### config.mk
export PLATFORM = sky130hd
export DESIGN_NAME = intr_source_cond
export DESIGN_NICKNAME = d
export VERILOG_FILES = /design/src/rtl/intr_source_cond.sv
export SDC_FILE = /design/constraint.sdc
export NUM_CORES = 1
export LEC_CHECK = 0
export CAP_MARGIN = 20
export CORE_AREA = 2 2 133 135
export CTS_CLUSTER_SIZE = 16
export DETAILED_ROUTE_END_ITERATION = 16
export DIE_AREA = 0 0 135 137
export DONT_BUFFER_PORTS = 1
export PLACE_DENSITY = 0.47
export SETUP_SLACK_MARGIN = 0.15
export SLEW_MARGIN = 20
export SYNTH_ARGS = -nofsm -noshare
export SYNTH_HDL_FRONTEND = slang
export SYNTH_SLANG_ARGS = --single-unit
export TNS_END_PERCENT = 20
### constraint.sdc
create_clock -name pclk_i -period 3.2 [get_ports pclk_i]
set_input_delay 0.64 -clock pclk_i [delete_from_list [all_inputs] [get_ports pclk_i]]
set_output_delay 0.64 -clock pclk_i [all_outputs]
set_load 0.005 [all_outputs]
### src/rtl/intr_source_cond.sv
// Interrupt source conditioning: synchroniser, level/edge detect, pending latch, mask, APB regs.
// Optional `INTR_POLARITY_EN adds a per-source polarity register at 0x08/0x09.
module intr_source_cond #(
  parameter int NUM_INTR    = 16,
  parameter int SYNC_STAGES = 2
) (
  input  logic        pclk_i,
  input  logic        prst_n_i,
  input  logic [7:0]  paddr_i,
  input  logic [7:0]  pwdata_i,
  output logic [7:0]  prdata_o,
  input  logic        pwrite_i,
  input  logic        penable_i,
  output logic        pready_o,
  output logic        perror_o,
  input  logic [15:0] irq_raw_i,
  output logic [15:0] intr_active_o,
  input  logic [3:0]  intr_to_service_i,
  input  logic        intr_serviced_i
);

  localparam logic [15:0] VALID = 16'((32'd1 << NUM_INTR) - 32'd1);

  typedef enum logic [1:0] {ST_IDLE, ST_ACK, ST_WAIT_DROP} apb_state_e;

  apb_state_e state_q, state_d;

  logic [SYNC_STAGES-1:0][15:0] sync_q;
  logic [15:0] hist_q;
  logic [15:0] mask_q, mask_d;
  logic [15:0] mode_q, mode_d;
  logic [15:0] pend_q, pend_d;
  logic [15:0] active_q;
  logic [7:0]  prdata_q, prdata_d;
  logic        perror_q, perror_d;

  logic [15:0] raw_in, s_last, edge_det;
  logic [15:0] rd_word, wr_word, byte_mask;
  logic [15:0] w1c, svc_clr, to_edge, pend_edge;
  logic [7:0]  rd_byte;
  logic        access, mapped, read_only, acc_err, wr_commit;
  logic        wr_mask, wr_mode, wr_pend;

`ifdef INTR_POLARITY_EN
  logic [15:0] pol_q, pol_d;
  logic        wr_pol;
  assign raw_in = (irq_raw_i ^ pol_q) & VALID;
`else
  assign raw_in = irq_raw_i & VALID;
`endif

  assign s_last   = sync_q[SYNC_STAGES-1];
  assign edge_det = s_last & ~hist_q;

  // ---------------- APB access decode ----------------
  assign access = (state_q == ST_IDLE) && penable_i;

  // NOTE: every variable driven here gets a default first, so no path leaves it unassigned (no latch).
  always_comb begin
    mapped    = 1'b1;
    read_only = 1'b0;
    rd_word   = '0;
    case (paddr_i[7:1])
      7'h00:   rd_word = mask_q;
      7'h01:   rd_word = mode_q;
      7'h02:   rd_word = pend_q;
      7'h03: begin
        rd_word   = s_last;
        read_only = 1'b1;
      end
`ifdef INTR_POLARITY_EN
      7'h04:   rd_word = pol_q;
`endif
      default: mapped = 1'b0;
    endcase
  end

  assign rd_byte   = paddr_i[0] ? rd_word[15:8] : rd_word[7:0];
  assign acc_err   = !mapped || (pwrite_i && read_only);
  assign wr_commit = access && pwrite_i && !acc_err;
  assign byte_mask = paddr_i[0] ? 16'hFF00 : 16'h00FF;
  assign wr_word   = {pwdata_i, pwdata_i} & byte_mask;

  assign wr_mask = wr_commit && (paddr_i[7:1] == 7'h00);
  assign wr_mode = wr_commit && (paddr_i[7:1] == 7'h01);
  assign wr_pend = wr_commit && (paddr_i[7:1] == 7'h02);

  assign mask_d = wr_mask ? (((mask_q & ~byte_mask) | wr_word) & VALID) : mask_q;
  assign mode_d = wr_mode ? (((mode_q & ~byte_mask) | wr_word) & VALID) : mode_q;
`ifdef INTR_POLARITY_EN
  assign wr_pol = wr_commit && (paddr_i[7:1] == 7'h04);
  assign pol_d  = wr_pol ? (((pol_q & ~byte_mask) | wr_word) & VALID) : pol_q;
`endif

  assign prdata_d = (access && !pwrite_i && !acc_err) ? rd_byte : 8'h00;
  assign perror_d = access && acc_err;

  // ---------------- pending latch ----------------
  // Edge sources: set beats clear. Sources switching level->edge drop PEND and wait for a new edge.
  assign w1c       = wr_pend ? wr_word : 16'h0000;
  assign svc_clr   = intr_serviced_i ? (16'h0001 << intr_to_service_i) : 16'h0000;
  assign to_edge   = mode_d & ~mode_q;
  assign pend_edge = edge_det | (pend_q & ~(w1c | svc_clr));

  always_comb begin
    pend_d = (mode_q & pend_edge) | (~mode_q & s_last);
    pend_d = ((pend_d & ~to_edge) | (edge_det & to_edge)) & VALID;
  end

  // ---------------- APB FSM ----------------
  always_comb begin
    state_d = state_q;
    case (state_q)
      ST_IDLE:      if (penable_i)  state_d = ST_ACK;
      ST_ACK:       state_d = penable_i ? ST_WAIT_DROP : ST_IDLE;
      ST_WAIT_DROP: if (!penable_i) state_d = ST_IDLE;
      default:      state_d = ST_IDLE;
    endcase
  end

  always_comb begin
    pready_o = (state_q == ST_ACK);
  end

  // NOTE: sequential state uses non-blocking assignments so every flop samples pre-edge values.
  always_ff @(posedge pclk_i or negedge prst_n_i) begin
    if (!prst_n_i) begin
      state_q  <= ST_IDLE;
      sync_q   <= '0;
      hist_q   <= '0;
      mask_q   <= '0;
      mode_q   <= '0;
      pend_q   <= '0;
      active_q <= '0;
      prdata_q <= '0;
      perror_q <= 1'b0;
`ifdef INTR_POLARITY_EN
      pol_q    <= '0;
`endif
    end else begin
      state_q  <= state_d;
      sync_q   <= {sync_q[SYNC_STAGES-2:0], raw_in};
      hist_q   <= s_last;
      mask_q   <= mask_d;
      mode_q   <= mode_d;
      pend_q   <= pend_d;
      active_q <= pend_q & mask_q;
      if (access) begin
        prdata_q <= prdata_d;
        perror_q <= perror_d;
      end
`ifdef INTR_POLARITY_EN
      pol_q    <= pol_d;
`endif
    end
  end

  assign prdata_o      = prdata_q;
  assign perror_o      = perror_q;
  assign intr_active_o = active_q;

endmodule

Word-level counts from Yosys, hierarchy flattened
Cells that the tools add are included.

Input port bits: 41. Word-level logic and storage cells: 71. Bits in registers: 123.

Shift operators: 1. Multiplexer cells: 13. Equality and inequality tests: 7. Bitwise gates (word level): 22. Reduce and logical (&&, ||, !) cells: 18.

Operators by type and width (number): bitwise AND 16 bit (11); OR 16 bit (6); NOT 16 bit (5); 2-to-1 mux 16 bit (4); case mux 16 bit (4 select lines) (1); 2-to-1 mux 8 bit (2); left shift 1 x 4 -> 16 bit (first input constant) (1); equality test 7 x 2 -> 1 bit (second input constant) (2); logical AND 1 bit (10); equality test 7 x 1 -> 1 bit (second input constant) (1); zero test 7 bit (1); 2-to-1 mux 2 bit (3); case mux 2 bit (3 select lines) (1); inequality test 2 bit (second input constant) (2); OR reduction 4 bit (1); zero test 1 bit (3); equality test 2 x 1 -> 1 bit (second input constant) (1); equality test 2 bit (second input constant) (1); zero test 2 bit (1); 2-to-1 mux 1 bit (2); AND reduction 2 bit (1); logical OR 1 bit (1).

Longest topological paths before layout
Gate-level depths: netlist of the first run.

Depth in word-level cells: 17. Depth in mapped cells: 7. Depth with buffers taken out: 6.

Worst setup path after synthesis of the first run
OpenSTA, ideal clock, no wires.

Path kind: input to register. From: input paddr_i[2]. To: register prdata_q[7], in the netlist prdata_o[7]. Setup time: 0.121 ns. Slack: 1.304 ns. Required time: 3.079 ns. Arrival: 1.775 ns. Stages on the path: 4. Cells stage by stage: buf_4 > mux4_2 > mux2_2 > a22o_1.

Word-level cells in the longest chain between the ends: 8.

Ends and longest elaborated chain: start: declaration (line 9) `input logic [7:0] paddr_i,`; equality test 7 x 1 -> 1 bit, or another cell as far along (line 63) `case (paddr_i[7:1])`; OR reduction 4 bit (no line); 2-to-1 mux 1 bit (line 63); zero test 1 bit (line 79) `assign acc_err = !mapped || (pwrite_i && read_only);`; logical OR 1 bit (line 79); zero test 1 bit (line 95) `assign prdata_d = (access && !pwrite_i && !acc_err) ? rd_byte : 8'h00;`; logical AND 1 bit (line 95); 2-to-1 mux 8 bit (*) (line 95); end signal: assignment (line 149) `prdata_q <= prdata_d;`; end: declaration (line 34) `logic [7:0] prdata_q, prdata_d;`.

Every way passes the cells marked *; elsewhere a longest branch is shown, timed or not. A chain may end at the register's enable or synchronous reset.

Worst setup path in the final report of the first run
From: register state_q[1]. To: register mode_q[13].

Word-level cells in the longest chain between the ends: 6.

Ends and longest elaborated chain: start: declaration (line 26) `apb_state_e state_q, state_d;`; start signal: assignment (line 141) `state_q <= state_d;`; zero test 2 bit (line 56) `assign access = (state_q == ST_IDLE) && penable_i;`; logical AND 1 bit (line 56); logical AND 1 bit (2 in a row) (line 80) `assign wr_commit = access && pwrite_i && !acc_err;`; logical AND 1 bit (line 85) `assign wr_mode = wr_commit && (paddr_i[7:1] == 7'h01);`; 2-to-1 mux 16 bit (line 89) `assign mode_d = wr_mode ? (((mode_q & ~byte_mask) | wr_word) & VALID) : mode_q;`; named net mode_d[13] (line 31) `logic [15:0] mode_q, mode_d;`; end signal: assignment (line 145) `mode_q <= mode_d;`; end: declaration (line 31).

The timed path passes the listed nets, and every way through them passes these cells.

==> qor.yml, run 1 <==
outcome:
  status: "finished, violations left"
  violations: "hold timing"
global_routing:
  antenna_found_initial: 0
  grt-ovfl-total: 0
  grt_pass1_vias: 3236
  grt_pass1_wl_microns: 19600
  grt_usage_pct: 14.7
  grt_max_degree: 124
die:
  start_util_pct: 29.7
  die_area_sq_um: 18500
  io_pins: 67
  rows: 48
  die_w_microns: 135
  core-area_sq_um: 17100
  die_h_microns: 137
sta:
  fin_setup_tns_ns: 0
  worst_slew_pin_slew_ns: 0.883
  slew_headroom_pct: 40.8
  slew_violations: 0
  holdWs_ns: -0.0693
  max_freq_ghz: 0.496
  setup_viol: 0
  hold_viol: 123
  period_share_pct: 63.0
  fin_crit_ns: 2.01
  rsz0062_at_grt: "no"
  finalClockSkew_ns: 0.0106
route:
  drc: 0
  drtAntennaViolNets: 0
  vias: 3042
  firstDrtPassIters: 4
  wl_per_cell_microns: 20.4
  drtIter0Drc: 285
  viasPerCell: 4.90
  routed_wl_microns: 12700
cts:
  post_cts_buffers: 0
  cts-root-buf: "clkbuf_16"
  cts_htree_levels: 4
  cts_max_path_buffers: 2
  worstSkewPairLatency_ns: 0.41
  numClockSinks: 123
  cts_resized: 0
  cts_buffers: 17
  path_clk_slew_ns: 0.06
  cts_tree: "done"
yosys:
  synthTopCellsByArea: "dfrtp_1 61%, mux4_2 7.1%, mux2_2 3.1%"
  synthCells: 372
  syn_area_sq_um: 5070
  syn_nets: 413
  synthArstFlopShare_pct: 100
  synth_top_area_share_pct: 60.8
  syn_area_per_cell_sq_um: 13.6
  ys_warn_count: 0
  yosys.area.top_type: "dfrtp_1"
  seq_area_frac_synth_pct: 60.8
  synth.distinct_cells: 45
  synth_common_cells: "123 x dfrtp_1, 39 x nand2_1, 22 x a21oi_1"
  yosys_most_used_dff: "dfrtp_1"
  yosysMostFrequentCell: "dfrtp_1"
  synth-seq-cells: 123
  synth_edf_count: 0
power_and_ir_drop:
  p_leak_uw: 0.00266
  fin_total_pwr_uw: 3780
  power.density_nw_per_um2: 637
  swShare_pct: 20.9
  p_int_uw: 2990
  pwr-share-seq_pct: 43.7
  p_comb_share_pct: 3.4
  clockPowerShare_pct: 52.9
  p_sw_uw: 793
  ir_worst_vdd_mv: 0.354
worst_setup_path:
  cp.required_ns: 3.48
  crit_path_start_kind: "register"
  critical_path_class: "reg2reg"
  arrival_ns: 2.30
  cp_max_fo: 11
  worst_setup_path_end_kind: "register"
layout:
  synthToLayoutAreaGrowth_pct: 17.3
  layout-drive-gt1-share_pct: 21.7
  n_fill_cell: 1661
  layout.cells.non_filler: 621
  layout.nets: 425
  antenna_cells: 0
  fin_area_sq_um: 5940
placement:
  placedCellCount: 590
  gp_congestion: 0.783
  place_area_sq_um: 5320
  io_buffers: 0
  place_hpwl_microns: 8320
worst_hold_path:
  hp-class: "in2async"
run:
  max_cap_viol_count: 0
-- power groups by stage --
stage	sequential [uW]	clock, uW	combinational, uW
6_report	1650	2000	129
5_1_grt	1660	2120	141
2_1_floorplan	1670	0	119
3_3_place_gp	1680	0	127
4_1_cts	1650	2050	131
3_5_place_dp	1680	0	130
-- worst max-delay path, cell delays in order (launching register included) --
cell,delay (ns)
dfrtp_1,0.39
nor2_1,0.10
nand2_1,0.08
inv_2,0.09
and4_1,0.57
nand2_2,0.28
mux2_1,0.37
-- area by class of cell --
| type | count | area [sq um] | share of cell area, % |
|---|---|---|---|
| multi-input cells | 228 | 1890 | 31.7 |
| flip-flops and latches | 123 | 3080 | 51.8 |
| well taps | 225 | 282 | 4.74 |
| repair buffers | 7 | 52.6 | 0.884 |
| inverters | 7 | 26.3 | 0.442 |
| clock buffers | 21 | 480 | 8.08 |
| clock inverters | 10 | 140 | 2.36 |
-- per-stage QoR --
stage,worst slack [ns],util [%]
after global placement,0.977,31.2
after detailed placement,0.922,31.2
after global routing,1.05,34.9
after CTS,1.17,34.9
final,1.19,34.9
after floorplan,1.30,-
-- final timing paths --
| check | from | to | slack [ns] | cells after the start |
|---|---|---|---|---|
| max in group asynchronous | prst_n_i | mode_q[13] | 2.98 | 0 |
| worst min-delay path | prst_n_i | pend_q[4] | -0.07 | 0 |
| worst max register to register | state_q[1] | mode_q[13] | 1.19 | 6 |
| min in group pclk_i | irq_raw_i[1] | sync_q[1] | 0.25 | 0 |
| worst max-delay path | state_q[1] | mode_q[13] | 1.19 | 6 |
| worst min register to register | sync_q[0] | s_last[0] | 0.34 | 0 |
-- cell usage in the layout, fill, tap and decap left out, types with 7 or more instances in the layout --
master / count
clkbuf_16: 17
a21oi_1: 22
dfrtp_1: 123
mux2_2: 14
nor2b_1: 7
nand4_1: 9
nand2_1: 39
mux4_2: 16
a22o_1: 11
and2_1: 16
nand3_1: 9
mux2_1: 13
mux2_4: 8
buf_4: 7
a32o_1: 7
a31oi_1: 7
-- routing by layer --
layer | track usage [%] | up-vias | wire [microns]
li1 | - | 1389 | -
met1 | 19.1 | 1563 | 5820
met2 | 22.8 | 77 | 5990
met3 | 5.04 | 13 | 704
met4 | 5.50 | 0 | 189
met5 | 0 | - | 0
-- cell families after synthesis --
| kind of cell | share of synthesized area [%] |
|---|---|
| flops | 60.8 |
| simple gates | 12.8 |
| compound gates | 8.97 |
| mux | 15.5 |
| buf+inv | 2.03 |
Note: power is estimated with default switching activity, not from simulation.
==> run 2: changes to the inputs <==
Settings changed: PLACE_DENSITY 0.47 to 0.49.
Clock period 3.2 ns to 1.64 ns, I/O delays scaled along.
==> qor.yml, run 2 (synthesis results as in run 1) <==
outcome:
  status: "finished, violations left"
  violations: "hold timing, setup timing"
placement:
  gp_congestion: 0.763
  place_hpwl_microns: 8360
  io_buffers: 0
worst_setup_path:
  worst_setup_path_end_kind: "register"
  crit_path_start_kind: "register"
  arrival_ns: 1.94
  critical_path_class: "reg2reg"
  cp_max_fo: 5
  ff2ff_path_depth: 8
  reg2reg_slack_ns: -0.008
  cp.required_ns: 1.94
  r2r_start: "state_q[0]"
die:
  rows: 48
  die_w_microns: 135
  start_util_pct: 29.7
  core-area_sq_um: 17100
  io_pins: 67
  die_area_sq_um: 18500
  die_h_microns: 137
sta:
  hold_viol: 123
  holdWs_ns: -0.388
  slew_violations: 0
  slew_headroom_pct: 59.7
  setup_viol: 4
  layout_setup_ws_ns: -0.00781
  rsz0062_at_grt: "yes"
  worst_slew_pin_slew_ns: 0.597
  max_freq_ghz: 0.607
  period_share_pct: 100
  fin_crit_ns: 1.65
  finalClockSkew_ns: 0.00828
route:
  drtAntennaViolNets: 0
  routed_wl_microns: 13000
  vias: 3274
  firstDrtPassIters: 5
  drc: 0
  drtIter0Drc: 309
  viasPerCell: 5.01
  wl_per_cell_microns: 19.8
layout:
  layout.nets: 459
  final_common_cell: "dfrtp_1"
  synthToLayoutAreaGrowth_pct: 26.4
  antenna_cells: 0
  layout-drive-gt1-share_pct: 27.7
  layout_common_cells: "123 x dfrtp_1, 38 x nand2_1, 19 x mux2_4"
  post-route-util_pct: 37.5
power_and_ir_drop:
  pwr-share-seq_pct: 43.5
  p_sw_uw: 1500
  p_comb_share_pct: 4.5
  p_leak_uw: 0.00288
  power.density_nw_per_um2: 1160
  clockPowerShare_pct: 52.0
  swShare_pct: 20.3
  fin_total_pwr_uw: 7430
  ir_worst_vdd_mv: 0.731
  p_int_uw: 5920
global_routing:
  antenna_found_initial: 0
  grt_pass1_wl_microns: 20100
  grt_pass1_vias: 3412
  grt_max_degree: 124
  grt-ovfl-total: 0
  grt_usage_pct: 15.1
cts:
  numClockSinks: 123
  cts_tree: "done"
  cts_buffers: 17
  cts_htree_levels: 4
  cts-root-buf: "clkbuf_16"
  path_clk_slew_ns: 0.05
  holdBufCountCts: 16
  cts_max_path_buffers: 2
  worstSkewPairLatency_ns: 0.42
worst_hold_path:
  hp-class: "in2async"
run:
  max_cap_viol_count: 0
-- run 2: cell count changes in the layout (fill, tap and decap cells not counted), sizes merged --
cell	previous run	this run
buf	7	25
dlygate4sd3	0	16
clkbuf	21	23
clkinvlp	3	1
clkinv	4	3
-- run 2: how the worst max path moves through the flow --
stage,startpoint,end,depth (start not counted)
after detailed placement,state_q[1],pend_q[12],7
after global placement,state_q[1],pend_q[10],7
after global routing,state_q[0],pend_q[2],8
after floorplan,paddr_i[2],prdata_o[7],4
after CTS,state_q[0],register,8
final,state_q[0],register,8
-- run 2: area by class of cell --
| type | instances | area (sq um) |
|---|---|---|
| well taps | 225 | 282 |
| fillers | 1627 | 10700 |
| multi-input cells | 228 | 1990 |
| clock buffers | 23 | 498 |
| inverters | 7 | 26.3 |
| clock inverters | 7 | 113 |
| repair buffers | 41 | 419 |
| flip-flops and latches | 123 | 3080 |
-- run 2: what timing repair did --
| item | CTS | global route |
|---|---|---|
| setup buffers | 2 | 0 |
| gates resized for setup | 14 | 19 |
| hold endpoints to repair | 139 | 123 |
| gates cloned | 1 | 0 |
| pin swaps | 16 | 18 |
| setup endpoints to repair | 47 | 55 |
-- run 2: stage by stage --
step | hold WS (ns) | area [sq um] | setup TNS (ns) | setup slack, ns | instances
2_1_floorplan | 0.0324 | 5070 | 0 | 0.0565 | 372
3_3_place_gp | 0.0368 | 5460 | -0.388 | -0.0574 | 605
3_5_place_dp | 0.0375 | 5460 | -0.519 | -0.0783 | 605
4_1_cts | -0.411 | 6330 | 0 | 0.0120 | 654
5_1_grt | -0.414 | 6400 | -1.01 | -0.0953 | 654
6_report | -0.388 | 6400 | -0.0189 | -0.00781 | 654
-- run 2: worst max-delay path, cell delays in order, from the launching register on --
cell and delay, ns:
dfrtp_1 0.37, nor2_1 0.10, nand2_1 0.08, inv_2 0.08, buf_6 0.10, nand3_2 0.09, nor3_4 0.20, buf_6 0.20
mux2_4 0.31
-- run 2: per-layer routing --
layer | vias to the layer above | track usage [%] | part of all wire, %
met2 | 90 | 23.5 | 47
met5 | - | 0 | 0
li1 | 1460 | - | -
met4 | 0 | 7.23 | 2.1
met1 | 1707 | 19.5 | 45
met3 | 17 | 4.30 | 5.4
-- run 2: power by group through the flow --
| stage | Clock (uW) | Combinational, uW | Sequential (uW) |
|---|---|---|---|
| after CTS | 3970 | 318 | 3230 |
| final | 3870 | 333 | 3230 |
| after global routing | 4130 | 360 | 3240 |
| after global placement | 0 | 271 | 3280 |
| after detailed placement | 0 | 275 | 3280 |
| after floorplan | 0 | 233 | 3250 |
